===== src/rtl/x_input_feeder.sv =====
// -----------------------------------------------------------------------------
// x_input_feeder
// Buffers host bytes in a FIFO. When a full frame is buffered it pulses
// start_in to the controller, then streams the frame onto X_load/valid_input
// while input_load_en is high. Each frame ends when xload_done arrives.
//
// Ports
//   clk, rst            system clock, asynchronous active-low reset
//   host_data/valid     host byte and its strobe
//   host_ready          FIFO has room (registered)
//   input_load_en       controller permits streaming
//   xload_done          loader has stored the frame (1-cycle pulse)
//   start_in            1-cycle pulse: a frame is ready
//   X_load/valid_input  streamed byte and its strobe (registered)
//   busy                state machine is not idle
//   frame_err           sticky: xload_done arrived before the frame was sent
//
// State    | meaning
// ---------+---------------------------------------------------------
// IDLE     | waiting for a full frame in the FIFO
// START    | frame buffered, start_in is driven on the next cycle
// WAIT_EN  | waiting for the controller to enable streaming
// STREAM   | popping one byte per enabled cycle
// DONE     | all bytes sent, waiting for xload_done
// FLUSH    | early xload_done: discarding the frame's unsent bytes
// -----------------------------------------------------------------------------
module x_input_feeder #(
    parameter int DATA_W     = 8,
    parameter int FIFO_DEPTH = 16,
    parameter int FRAME_LEN  = 8
) (
    input  logic              clk,
    input  logic              rst,
    input  logic [DATA_W-1:0] host_data,
    input  logic              host_valid,
    output logic              host_ready,
    input  logic              input_load_en,
    input  logic              xload_done,
    output logic              start_in,
    output logic [DATA_W-1:0] X_load,
    output logic              valid_input,
    output logic              busy,
    output logic              frame_err
);

    localparam int PTR_W = $clog2(FIFO_DEPTH);
    localparam int CNT_W = PTR_W + 1;
    localparam int REM_W = $clog2(FRAME_LEN + 1);

    localparam logic [CNT_W-1:0] DEPTH_C   = CNT_W'(FIFO_DEPTH);
    localparam logic [CNT_W-1:0] FRAME_C   = CNT_W'(FRAME_LEN);
    localparam logic [REM_W-1:0] REM_FULL  = REM_W'(FRAME_LEN);

    localparam logic [2:0] S_IDLE    = 3'd0;
    localparam logic [2:0] S_START   = 3'd1;
    localparam logic [2:0] S_WAIT_EN = 3'd2;
    localparam logic [2:0] S_STREAM  = 3'd3;
    localparam logic [2:0] S_DONE    = 3'd4;
    localparam logic [2:0] S_FLUSH   = 3'd5;

    logic [DATA_W-1:0] r_mem [FIFO_DEPTH];
    logic [PTR_W-1:0]  r_wr_ptr;
    logic [PTR_W-1:0]  r_rd_ptr;
    logic [CNT_W-1:0]  r_count;
    logic [REM_W-1:0]  r_remain;
    logic [2:0]        r_state;
    logic              r_host_ready;
    logic              r_start_in;
    logic [DATA_W-1:0] r_x_load;
    logic              r_valid;
    logic              r_frame_err;

    logic              w_push;
    logic              w_pop;
    logic              w_stream_pop;
    logic              w_early;
    logic [CNT_W-1:0]  w_count_next;
    logic [2:0]        w_state_next;

    assign w_push       = host_valid && r_host_ready;
    // Early done wins over a pop in the same cycle; that byte is flushed instead.
    assign w_early      = (r_state == S_STREAM) && xload_done;
    assign w_stream_pop = (r_state == S_STREAM) && input_load_en && !xload_done
                          && (r_remain != '0);
    assign w_pop        = w_stream_pop || ((r_state == S_FLUSH) && (r_remain != '0));

    always_comb begin
        w_count_next = r_count;
        if (w_push && !w_pop) begin
            w_count_next = r_count + CNT_W'(1);
        end else if (!w_push && w_pop) begin
            w_count_next = r_count - CNT_W'(1);
        end
    end

    always_comb begin
        w_state_next = r_state;
        case (r_state)
            S_IDLE:    if (r_count >= FRAME_C) w_state_next = S_START;
            S_START:   w_state_next = S_WAIT_EN;
            S_WAIT_EN: if (input_load_en) w_state_next = S_STREAM;
            S_STREAM: begin
                if (w_early) begin
                    w_state_next = S_FLUSH;
                end else if (w_stream_pop && (r_remain == REM_W'(1))) begin
                    w_state_next = S_DONE;
                end
            end
            S_DONE:    if (xload_done) w_state_next = S_IDLE;
            S_FLUSH:   if (r_remain <= REM_W'(1)) w_state_next = S_IDLE;
            default:   w_state_next = S_IDLE;
        endcase
    end

    // Storage carries no reset; pointers and count define what is valid.
    always_ff @(posedge clk) begin
        if (w_push) begin
            r_mem[r_wr_ptr] <= host_data;
        end
    end

    always_ff @(posedge clk or negedge rst) begin
        if (!rst) begin
            r_wr_ptr     <= '0;
            r_rd_ptr     <= '0;
            r_count      <= '0;
            r_remain     <= '0;
            r_state      <= S_IDLE;
            r_host_ready <= 1'b0;
            r_start_in   <= 1'b0;
            r_x_load     <= '0;
            r_valid      <= 1'b0;
            r_frame_err  <= 1'b0;
        end else begin
            r_state      <= w_state_next;
            r_count      <= w_count_next;
            // Registered from the next count so a full FIFO never sees a push.
            r_host_ready <= (w_count_next < DEPTH_C);
            r_start_in   <= (r_state == S_START);
            r_valid      <= w_stream_pop;
            if (w_push) begin
                r_wr_ptr <= r_wr_ptr + PTR_W'(1);
            end
            if (w_pop) begin
                r_rd_ptr <= r_rd_ptr + PTR_W'(1);
                r_remain <= r_remain - REM_W'(1);
            end else if (r_state == S_START) begin
                r_remain <= REM_FULL;
            end
            if (w_stream_pop) begin
                r_x_load <= r_mem[r_rd_ptr];
            end
            if (w_early) begin
                r_frame_err <= 1'b1;
            end
        end
    end

    assign host_ready  = r_host_ready;
    assign start_in    = r_start_in;
    assign X_load      = r_x_load;
    assign valid_input = r_valid;
    assign busy        = (r_state != S_IDLE);
    assign frame_err   = r_frame_err;

endmodule


===== config.mk =====
export PLATFORM = sky130hd
export DESIGN_NAME = x_input_feeder
export DESIGN_NICKNAME = d
export VERILOG_FILES = /design/src/rtl/x_input_feeder.sv
export SDC_FILE = /design/constraint.sdc
export NUM_CORES = 1
export LEC_CHECK = 0
export ABC_AREA = 1
export CORE_ASPECT_RATIO = 0.8
export CORE_MARGIN = 4
export CORE_UTILIZATION = 61
export DETAILED_ROUTE_END_ITERATION = 7
export GPL_ROUTABILITY_DRIVEN = 0
export MAX_ROUTING_LAYER = met4
export PLACE_DENSITY = 0.87
export SLEW_MARGIN = 20
export SYNTH_ARGS = -nofsm -noshare
export SYNTH_HDL_FRONTEND = slang
export SYNTH_SLANG_ARGS = --single-unit

===== constraint.sdc =====
create_clock -name clk -period 2.6 [get_ports clk]
set_input_delay 0.26 -clock clk [delete_from_list [all_inputs] [get_ports clk]]
set_output_delay 0.26 -clock clk [all_outputs]
set_load 0.01 [all_outputs]

## Word-level counts from Yosys, hierarchy flattened

Memories as Yosys holds them, arrays and structs flattened. A register that Yosys moved wholly into a read port is not among the register bits.
Index checks and enable logic that the tools add are counted.

| word-level totals | value |
|---|---|
| register bits after elaboration | 24 |
| memory bits (writable) | 128 |
| input bits | 13 |
| word-level logic and storage cells | 61 |
| memories | 1 |

Memories:

| memory | words | bits a word | read ports | clocked after memory_dff | wr ports | RTL line | source |
|---|---|---|---|---|---|---|---|
| r_mem | 16 | 8 | 1 | 1 | 1 | 61 | `logic [DATA_W-1:0] r_mem [FIFO_DEPTH];` |

| operators by class | value |
|---|---|
| add/subtract/negate cells | 5 |
| magnitude comparators | 3 |
| eq/ne operators | 11 |
| mux-type cells | 13 |
| reductions and logical operators | 19 |

Operators with widths:

| kind | count |
|---|---|
| $mux W3 | 6 |
| $pmux W3 S6 | 1 |
| $mux W5 | 2 |
| $logic_and A1 B1 Y1 | 9 |
| $add A4 B1 Y4 const B | 2 |
| $mux W4 | 2 |
| $eq A3 B2 Y1 const B | 2 |
| $eq A3 B3 Y1 const B | 2 |
| $ne A2 B2 Y1 const B | 3 |
| $add A5 B1 Y5 const B | 1 |
| $ge A5 B4 Y1 const B | 1 |
| $lt A5 B5 Y1 const B | 1 |
| $reduce_and A5 Y1 | 1 |
| $sub A5 B1 Y5 const B | 1 |
| $eq A4 B1 Y1 const B | 1 |
| $le A4 B1 Y1 const B | 1 |
| $logic_not A1 Y1 | 4 |
| $reduce_bool A4 Y1 | 1 |
| $sub A4 B1 Y4 const B | 1 |
| $eq A3 B1 Y1 const B | 1 |
| $logic_not A3 Y1 | 1 |
| $ne A3 B2 Y1 const B | 1 |
| $reduce_bool A3 Y1 | 1 |
| $mux W1 | 2 |
| 3 further kinds | 3 |

## Logic depth before layout (Yosys ltp)

| logic depth | value |
|---|---|
| word-level depth | 9 |
| mapped depth | 13 |
| depth with buffers taken out | 13 |

## Least setup slack after synthesis

No wires, ideal clock.

| timing path | value |
|---|---|
| kind | reg2reg |
| from | register r_remain[0] |
| to | register r_host_ready, in the netlist host_ready |
| arrival | 1.947 ns |
| data required time | 2.479 ns |
| path slack | 0.533 ns |
| stages on the path, launching flop included | 13 |
| cells stage by stage | dfrtp_1 inv_1 ha_1 nand2_1 nand3_4 nand2_4 inv_2 ha_1 inv_1 nand2_1 o31ai_1 xor2_1 inv_1 |

| between the ends | value |
|---|---|
| longest elaborated chain between the ends | 7 |

Ends and longest elaborated chain:

| item | RTL line | source |
|---|---|---|
| start, declared | 65 | `logic [REM_W-1:0] r_remain;` |
| start signal, assigned | 146 | `r_remain <= r_remain - REM_W'(1);` |
| $reduce_bool A4 Y1 (*) | 84, 85 |  |
| $logic_and A1 B1 Y1 (on tied branches) | 84, 85 |  |
| $logic_or A1 B1 Y1 (*) | 85 | `assign w_pop = w_stream_pop \|\| ((r_state == S_FLUSH) && (r_remain != '0));` |
| net w_pop | 74 | `logic w_pop;` |
| $logic_and A1 B1 Y1 / $logic_not A1 Y1 (equally long branches) | 91, 89 |  |
| $mux W5 / $logic_and A1 B1 Y1 (equally long branches) | 91, 89 |  |
| $mux W5 (*) | 89 | `if (w_push && !w_pop) begin` |
| net w_count_next[4] | 77 | `logic [CNT_W-1:0] w_count_next;` |
| $lt A5 B5 Y1 (*) | 138 | `r_host_ready <= (w_count_next < DEPTH_C);` |
| end signal, assigned | 138 |  |
| end, declared | 67 | `logic r_host_ready;` |

The timed path passes the listed nets; every way through them passes the cells marked *.
A chain may end at the register's enable or synchronous reset.

## Final worst setup path

Ends and elaborated chain as after synthesis.

==> results_tabular.tex <==
\begin{tabular}{lr}
\hline
Metric & Value \\
\hline
\multicolumn{2}{l}{\textbf{Yosys}} \\
\quad Avg Cell Area, Syn & 9.87 µm² \\
\quad Sequential fraction of the synthesis area & 64.7\% \\
\quad Register bit count reported by yosys & 160 \\
\quad Count of different cell masters after synthesis & 31 \\
\quad Net Count, Synth & 752 \\
\quad Synth Instances & 727 \\
\quad Synthesis warning total & 0 \\
\quad Post-synthesis cell area & just over 7000 µm² \\
\multicolumn{2}{l}{\textbf{STA}} \\
\quad Fin Clk Skew & 0.00734 ns \\
\quad Number of max-slew violations in the final report & 0 \\
\quad Worst Max-Slew Pin Slew & between 0.7 and 0.8 ns \\
\quad Sum of negative setup slack & 0 ns \\
\quad Worst path setup slack after routing & 0.316 ns \\
\quad Final period demand of the worst path & about 2.3 ns \\
\quad Unrepaired setup endpoints after global routing & no \\
\quad Hold Vio Cnt, Final & 0 \\
\quad Final setup viols & 0 \\
\quad Rel. slew slack & 49.6\% \\
\quad Maximum achievable frequency & 0.438 GHz \\
\quad Share of the clock period used by the worst path after layout & 87.8\% \\
\multicolumn{2}{l}{\textbf{Finish}} \\
\quad \# fillers & roughly 730 \\
\quad Final layout net count & 794 \\
\quad Area added between synthesis and finish & 15.3\% \\
\quad Area used by multi-input combinational logic & 1950 µm² \\
\quad Sequential Area & about 4600 µm² \\
\quad Fraction of layout instances using a drive strength above 1 & under 10\% \\
\quad Post-route insts no fill & 930 \\
\quad Antenna cells & 0 \\
\multicolumn{2}{l}{\textbf{Critical path}} \\
\quad Crit end category & flip-flop \\
\quad Type of origin of the critical path & flip-flop \\
\quad Slowest stage cell, crit path & dfrtp\_1 \\
\quad Worst EP required & about 2.9 ns \\
\quad Critical path arrival & 2.59 ns \\
\quad CP peak stage delay & 0.41 ns \\
\quad Critical Path Most Common Cell & inv\_1 \\
\quad Crit path max-delay family & simple AND/OR/NAND/NOR gates \\
\quad Critical-path maximum fanout & 10 \\
\quad Buf+Inv Stages, Crit Path & 4 \\
\quad Start-to-end type of the worst setup path & flip-flop to flip-flop \\
\quad CP Cell Sequence & inv\_1 > ha\_1 > nand2\_1 > nand3\_4 > nand2\_4 > inv\_2 > ha\_1 > inv\_1 > nand2\_1 > o31ai\_1 > xor2\_1 > inv\_1 \\
\multicolumn{2}{l}{\textbf{Placement}} \\
\quad PortBufs & 25 \\
\quad Placement Setup Slack & 0.191 ns \\
\quad Placed wire-length estimate & 10600 µm \\
\quad Dpl cells & around 900 \\
\multicolumn{2}{l}{\textbf{Detailed routing}} \\
\quad Initial DRC count & between 600 and 700 \\
\quad Number of DRC violations after detailed routing & 0 \\
\quad Via Count & 5273 \\
\quad First drt pass iteration count & 7 \\
\quad WL/cell & 17.9 µm \\
\quad Number of vias per cell & 5.67 \\
\quad Total wirelength of the detailed-routed design & between 15000 and 20000 µm \\
\quad Remaining antenna violation count after routing & 0 \\
\multicolumn{2}{l}{\textbf{Floorplan}} \\
\quad Die extent in x & 129 µm \\
\quad Rows & 35 \\
\quad Starting utilization of the core area & 62.3\% \\
\quad Die height & 105 µm \\
\quad I/O pin cnt & 26 \\
\quad Core region area & 11500 µm² \\
\quad Overall die area & 13600 µm² \\
\multicolumn{2}{l}{\textbf{Clocking}} \\
\quad Maximum number of buffers from clock root to sink & 2 \\
\quad Worst-skew pair later-pin latency & 0.43 ns \\
\quad Number of sinks handled by clock tree synthesis & 160 \\
\quad Number of buffers created by CTS & 17 \\
\quad Root Buffer & clkbuf\_16 \\
\quad Htree depth & 4 \\
\quad Clk slew on worst S/H paths & 0.06 ns \\
\quad TritonCTS clock tree & done \\
\quad Post-CTS Repair Setup Buffers & 0 \\
\quad Post-cts sizing count & 0 \\
\quad Hold buffer count at cts & 0 \\
\multicolumn{2}{l}{\textbf{Global routing}} \\
\quad Number of global-route vias before repair & 5343 \\
\quad Antenna violations before repair & 0 \\
\quad Largest net degree at the start of global routing & 68 \\
\quad Total global-route track usage & 27.0\% \\
\quad First-pass GRT wire length & 26900 µm \\
\quad Leftover overflow at the end of global routing & 0 \\
\multicolumn{2}{l}{\textbf{Power and ir drop}} \\
\quad Pwr dens & 1050 nW/µm² \\
\quad Worst vdd rail ir drop & 0.000572 V \\
\quad Static Leak & 3.68 nW \\
\multicolumn{2}{l}{\textbf{Run status}} \\
\quad Status & completed \\
\multicolumn{2}{l}{\textbf{Hold path}} \\
\quad Worst min-delay path category & primary input to asynchronous set/reset pin \\
\multicolumn{2}{l}{\textbf{Run}} \\
\quad Reported max-cap violation count & 0 \\
\hline
\end{tabular}
[worst register-to-register path: cells and delay by family, from the launching register on]
family / cells / cell delay [ns]
AO/OA/AOI/OAI: 1 / 0.25
XOR/XNOR: 1 / 0.21
adder cells (fa/ha/maj): 2 / 0.46
buffers and inverters: 4 / 0.32
flip-flops: 1 / 0.41
AND/OR/NAND/NOR: 4 / 0.51
[Yosys cell counts]
master,instances,area share [%]
inv_1,119,6.2
a21oi_1,3,0.21
nor3_1,3,0.21
o211ai_1,1,0.10
nand2_2,1,0.087
xnor2_1,1,0.12
nor2_2,1,0.087
or2_2,1,0.087
a22oi_1,1,0.10
o21ai_1,4,0.28
clkinv_1,4,0.21
ha_1,12,2.1
nand3_4,1,0.24
buf_4,1,0.10
nand3_1,104,7.3
a31oi_1,1,0.087
buf_2,13,0.91
inv_2,2,0.10
nand2_4,1,0.16
edfxtp_1,128,54
a21boi_1,1,0.10
nor2_1,24,1.3
nor3_4,1,0.23
clkbuf_1,9,0.47
buf_1,1,0.052
nand4_1,5,0.44
o31ai_1,1,0.10
nand2_1,233,12
o21ai_0,9,0.63
xor2_1,9,1.1
dfrtp_1,32,11
[report_power, final]
| part | switching (mW) | leakage (nW) | internal (mW) | total [mW] |
|---|---|---|---|---|
| clock | 0.969 | 0.299 | 1.50 | 2.47 |
| combinational | 1.93 | 1.84 | 0.955 | 2.89 |
| sequential | 0.273 | 1.54 | 3.07 | 3.34 |
[area by class of cell]
class,count,share of cell area (%)
multi-input combinational,418,23.6
clock buffer,25,6.37
clock inverter,7,0.847
inverter,125,5.67
tap,148,2.24
sequential,160,56.1
timing repair buffer,47,5.17
[sequential cells by signal (all words and copies together), names as in the netlist, 3 cells and up]
name / flops
X_load: 8
r_count: 5
r_mem: 128
r_rd_ptr: 4
r_remain: 4
r_state: 3
r_wr_ptr: 4
[kinds of logic after synthesis]
group | count (synthesis) | share of synthesized area (%)
and+or+nand+nor | 375 | 22.2
DFF | 160 | 64.7
buffers and inverters | 149 | 8.08
AOI/OAI and AO/OA | 21 | 1.62
adders and majority gates | 12 | 2.09
xor gates and xnor gates | 10 | 1.22
[metrics by stage]
stage               total power, mW  area [µm²]  hold WS (ns)  util (%)
floorplan                      5.20        7170       -0.0356         -
global placement               5.99        7680         0.448      66.7
detailed placement             6.17        7680         0.470      66.7
CTS                            8.65        8270         0.250      71.8
global route                   9.17        8270         0.277      71.8
finish                         8.70        8270         0.239      71.8
[metal layers]
metal  up-vias  track usage, %  wire (µm)
li1       2425               -          -
met1      2518            33.8       6520
met2       286            43.9       8490
met3        44            6.23       1300
met4         0            8.47        333
met5         -               -          0
[final timing paths]
check | startpoint | end | slack (ns) | cells after the start
max | r_remain[0]$_DFFE_PN0P_ | host_ready$_DFF_PN0_ | 0.32 | 12
max in group asynchronous | rst | r_rd_ptr[0]$_DFFE_PN0P_ | 2.03 | 2
max reg2reg | r_remain[0]$_DFFE_PN0P_ | host_ready$_DFF_PN0_ | 0.32 | 12
min | rst | frame_err$_DFFE_PN0P_ | 0.24 | 2
min reg2reg | frame_err$_DFFE_PN0P_ | frame_err$_DFFE_PN0P_ | 0.48 | 2
min in group clk | frame_err$_DFFE_PN0P_ | frame_err$_DFFE_PN0P_ | 0.48 | 2
[cell usage in the layout (no fill, tap or decap), types with 2 or more instances in the layout]
cell / netlist / final
a21oi_1: 3 / 3
buf_4: 1 / 21
clkbuf_1: 9 / 2
clkbuf_16: 0 / 18
clkbuf_8: 0 / 5
clkdlybuf4s50_1: 0 / 25
clkinv_1: 4 / 4
clkinv_2: 0 / 2
clkinv_4: 0 / 2
dfrtp_1: 32 / 31
edfxtp_1: 128 / 128
ha_1: 12 / 12
inv_1: 119 / 119
inv_2: 2 / 2
inv_4: 0 / 2
nand2_1: 233 / 233
nand3_1: 104 / 104
nand4_1: 5 / 5
nor2_1: 24 / 24
nor3_1: 3 / 3
o21ai_0: 9 / 9
o21ai_1: 4 / 4
xor2_1: 9 / 9
No activity file was read; power rests on OpenSTA's default activity.
